`config.mk`:
```
export PLATFORM = sky130hd
export DESIGN_NAME = seq_shift_add_multiplier
export DESIGN_NICKNAME = d
export VERILOG_FILES = /design/src/rtl/seq_shift_add_multiplier.sv
export SDC_FILE = /design/constraint.sdc
export NUM_CORES = 1
export LEC_CHECK = 0
export CORE_UTILIZATION = 40
export CTS_CLUSTER_SIZE = 24
export DETAILED_ROUTE_END_ITERATION = 16
export GPL_TIMING_DRIVEN = 0
export PLACE_DENSITY = 0.63
export RECOVER_POWER = 25
export SETUP_SLACK_MARGIN = 0.2
export SYNTH_ARGS = -nofsm -noshare
export SYNTH_HDL_FRONTEND = slang
export SYNTH_SLANG_ARGS = --single-unit
```
`constraint.sdc`:
```
create_clock -name clk -period 9.36 [get_ports clk]
set_input_delay 1.872 -clock clk [delete_from_list [all_inputs] [get_ports clk]]
set_output_delay 1.872 -clock clk [all_outputs]
set_load 0.02 [all_outputs]
```
`src/rtl/seq_shift_add_multiplier.sv`:
```
// Iterative shift-and-add multiplier: one multiplier bit per cycle, 2*WIDTH product,
// unsigned or two's-complement, valid/ready on both sides, flush for pipeline squash.
module seq_shift_add_multiplier #(
    parameter int WIDTH      = 8,
    parameter int EARLY_TERM = 1
) (
    input  logic               clk,
    input  logic               rst_n,
    input  logic               flush,
    input  logic               in_valid,
    output logic               in_ready,
    input  logic [WIDTH-1:0]   a,
    input  logic [WIDTH-1:0]   b,
    input  logic               is_signed,
    output logic               out_valid,
    input  logic               out_ready,
    output logic [2*WIDTH-1:0] product
);

    localparam int CW = (WIDTH > 2) ? $clog2(WIDTH) : 1;

    typedef enum logic [1:0] {
        IDLE = 2'd0,
        BUSY = 2'd1,
        DONE = 2'd2
    } state_t;

    state_t state, state_d;

    logic [2*WIDTH-1:0] ma, acc, acc_next, prod_next;
    logic [WIDTH-1:0]   mb, mag_a, mag_b;
    logic [CW-1:0]      cnt;
    logic               neg;
    logic               accept, finish;

    assign in_ready  = (state == IDLE);
    assign out_valid = (state == DONE);
    assign accept    = in_valid && in_ready && !flush;

    // Work on magnitudes; |-2^(WIDTH-1)| still fits as an unsigned WIDTH-bit value.
    assign mag_a = (is_signed && a[WIDTH-1]) ? (~a + 1'b1) : a;
    assign mag_b = (is_signed && b[WIDTH-1]) ? (~b + 1'b1) : b;

    assign acc_next  = mb[0] ? (acc + ma) : acc;
    assign prod_next = neg ? (~acc_next + 1'b1) : acc_next;
    // Early exit looks at the bits still to come, before this cycle's shift.
    assign finish    = (cnt == CW'(WIDTH - 1)) ||
                       ((EARLY_TERM != 0) && (mb[WIDTH-1:1] == '0));

    always_ff @(posedge clk or negedge rst_n) begin
        if (!rst_n) state <= IDLE;
        else        state <= state_d;
    end

    always_comb begin
        state_d = state;
        case (state)
            IDLE:    if (in_valid) state_d = BUSY;
            BUSY:    if (finish)   state_d = DONE;
            DONE:    if (out_ready) state_d = IDLE;
            default: state_d = IDLE;
        endcase
        if (flush) state_d = IDLE;
    end

    always_ff @(posedge clk or negedge rst_n) begin
        if (!rst_n) begin
            ma      <= '0;
            mb      <= '0;
            acc     <= '0;
            cnt     <= '0;
            neg     <= 1'b0;
            product <= '0;
        end else if (accept) begin
            ma  <= {{WIDTH{1'b0}}, mag_a};
            mb  <= mag_b;
            neg <= is_signed && (a[WIDTH-1] ^ b[WIDTH-1]);
            acc <= '0;
            cnt <= '0;
        end else if (state == BUSY && !flush) begin
            acc <= acc_next;
            ma  <= ma << 1;
            mb  <= mb >> 1;
            cnt <= cnt + 1'b1;
            if (finish) product <= prod_next;
        end
    end

endmodule

```
==> results.md <==
- I/O pins: 40
- Final Hold Vio Count: 0
- Antenna Nets Post-Route: 0
- Library cells used by synthesis: 66
- Vias in the first global route: 3,572
- Clock buffer depth: 2
- GRT Residual Overflow: 0
- Slew Limit Fails: 63
- HP Start: product[6]
- Largest net degree at the start of global routing: 63
- Minimum clock period: 4.63 ns
- Critical Path RT: 9.03 ns
- Yosys top cell area share: 0.373
- Cells after synthesis: 473
- Antenna Cells: 0
- # clock sinks: 62
- Via count: 3,714
- Pwr/cell area: 248 nW/um^2
- Fin nets: 565
- Share of cells above drive strength 1: 0.0608
- Setup repair bufs after CTS: 0
- Worst setup SP type: primary input
- TritonRoute pass-1 iters: 4
- Syn-to-layout area delta: 18.0%
- Die area: 10,800 sq um
- Endpoints failing setup: 0
- CTS buffer count: 9
- WL/cell: 16.2 microns
- CP cell instances: clkbuf_1
- Hold Path Class: register to register
- GR Util All Layers: 0.209
- Worst slew margin: -1.30
- Sequential cell area fraction in the yosys report: 0.373
- Yosys reg bits: 62
- CTS root buf: clkbuf_8
- RePlAce Congestion: 0.872
- CP peak stage delay: 2.38 ns
- Worst Tran Pin Value: 3.45 ns
- DRC viols: 0
- CTS clk-pin slew, worst paths: 0.07 ns
- Syn Std Cell Area: 4160 sq um
- Largest delay contributor family on the critical path: buffers and inverters
- FP Rows: 36
- Post-synth EDFFs: 0
- Worst R2R Setup Slack: 6.07 ns
- Buf/Inv on CP: 1
- End of the worst hold path: product[6]
- Post-synth top flop: dfrtp_1
- Hold Crit Depth: 2
- Lkg Pwr: 2.12 nW
- Post-Route Setup TNS: 0 ns
- Die height: 104 microns
- Fmax: 216 MHz
- Max-cap violations: 1
- Initial antenna violation count: 0
- CP arrival: 4.30 ns
- Area contributors post-synth: dfrtp_1, nand2_1, ha_1
- Violations in the final reports: capacitance limit, slew limit
- HPWL after DPL: 8080 microns
- DR vias/cell: 5.64
- Chip width: 104 microns
- Run status: finished with violations
- Initial DRC Count: 157
- RR Endpoint: product[15]
- H-tree depth: 3
- Crit path max fanout: 62
- Syn Nets: 516
- Tcrit/Tclk final: 0.494
- CP Class: primary input to asynchronous set/reset pin
- Synth area leader: dfrtp_1
- Post-cts repair resize count: 0
- Crit. End Element: asynchronous set/reset pin
- Post-CTS Hold Fix Bufs: 0
- Worst Clk Skew: 0.00596 ns
- Post-synthesis async set-or-reset flop share: 1.00
- CP max-delay cell: clkbuf_1
- Post-layout util: 0.495
- Total wire length: 10,700 microns
- Worst R2R Start: ma[0]
- R2R depth: 9
- Syn. warnings: 0
- Worst vdd ir: 0.0815 mV
- Clock Latency Late Sink: 0.34 ns
- Unrepaired setup endpoints after global routing: false
- Core area: 9910 sq um
- CTS tree: built
- Initial Utilization: 0.419
- Mean Syn Cell Area: 8.79 sq um
- First-pass GRT wire length: 17,900 microns
- Port Buffers: 38
-- worst max-delay path by stage --
stage               startpoint      to  slack [ns]  cells past startpoint
floorplan                flush   ma[1]        6.19                      7
global placement         rst_n  cnt[2]        4.31                      1
detailed placement       flush   ma[1]        4.98                      8
CTS                      flush   ma[1]        5.33                      8
global route             rst_n  acc[3]        4.16                      1
finish                   rst_n   mb[1]        4.73                      1
-- kinds of logic (layout without fill, tap and decap cells) --
logic type	count (synthesis)	in the layout	share of synthesized area
AOI/OAI and AO/OA	148	148	0.245
adders and majority gates	21	21	0.0650
and+or+nand+nor	169	169	0.193
DFF	62	62	0.373
muxes	10	10	0.0274
buffers and inverters	32	85	0.0310
xor gates and xnor gates	31	31	0.0653
-- through the flow --
step                      total power [mW]  setup slack (ns)  hold slack, ns  instance area [sq um]  cells
after global routing                  1.30              4.16           0.503                   4900    659
after CTS                             1.21              5.33           0.483                   4910    659
final                                 1.21              4.73           0.479                   4900    659
after floorplan                      0.794              6.19           0.445                   4160    473
after global placement               0.951              4.31           0.459                   4700    644
after detailed placement             0.962              4.98           0.467                   4700    644
-- flip-flops by register name, summed over array words and instances (netlist names) --
name,flops
state,2
cnt,3
mb,8
product,16
ma,16
acc,16
neg,1
-- layout by cell type, fill, tap and decap left out, types with 8 or more instances in the layout --
cell type and count:
a22o_1 12, xnor2_1 16, mux2i_1 8, clkdlybuf4s50_1 37, o21ai_0 37, ha_1 20
nand2_1 74, a21oi_1 25, dfrtp_1 62, clkbuf_8 12, clkbuf_1 22, o211ai_1 8
inv_1 8, nand3_1 12, a31oi_1 13, nor2_1 35, xor2_1 15
-- synthesized netlist by cell type, types with 2 or more instances --
cell type	n
nor2b_1	4
nand4b_1	4
a31oi_1	13
dfrtp_1	62
nand4_1	4
xnor2_1	16
nand2b_1	3
o21ai_1	2
a21o_1	4
nor3b_1	2
nand2_1	74
inv_1	8
mux2i_1	8
or3_1	6
xor2_1	15
o211ai_1	8
clkbuf_1	21
o31ai_1	6
nand3_1	12
a2111oi_0	3
nor4_1	2
o21ai_0	37
nor4bb_1	2
nor2_1	35
a211oi_1	6
a22oi_1	4
a22o_1	12
nand3b_1	5
o21a_1	6
a31o_2	2
a211o_1	3
and3_1	2
and2_1	2
nor3_1	5
ha_1	20
a21oi_1	25
-- power breakdown --
| group | total, mW | switching [mW] | internal, mW |
|---|---|---|---|
| Clock | 0.251 | 0.108 | 0.143 |
| Combinational | 0.593 | 0.352 | 0.240 |
| Sequential | 0.371 | 0.0490 | 0.322 |
-- routing by layer --
layer,global-route usage,vias up,share of wire,routed length [microns]
met4,0.0582,0,0.014,151
met3,0.0363,13,0.035,375
li1,-,1836,-,-
met2,0.365,73,0.50,5320
met1,0.264,1792,0.45,4850
met5,0,-,0,0
-- final cells by class --
cell class | count | area, sq um
flip-flops and latches | 62 | 1550
plain buffers | 24 | 98.8
clock inverters | 3 | 42.5
multi-input cells | 379 | 2480
well taps | 133 | 166
fillers | 979 | 5000
clock buffers | 12 | 165
inverters | 8 | 30.0
repair buffers | 38 | 374
No activity file was read; power rests on OpenSTA's default activity.
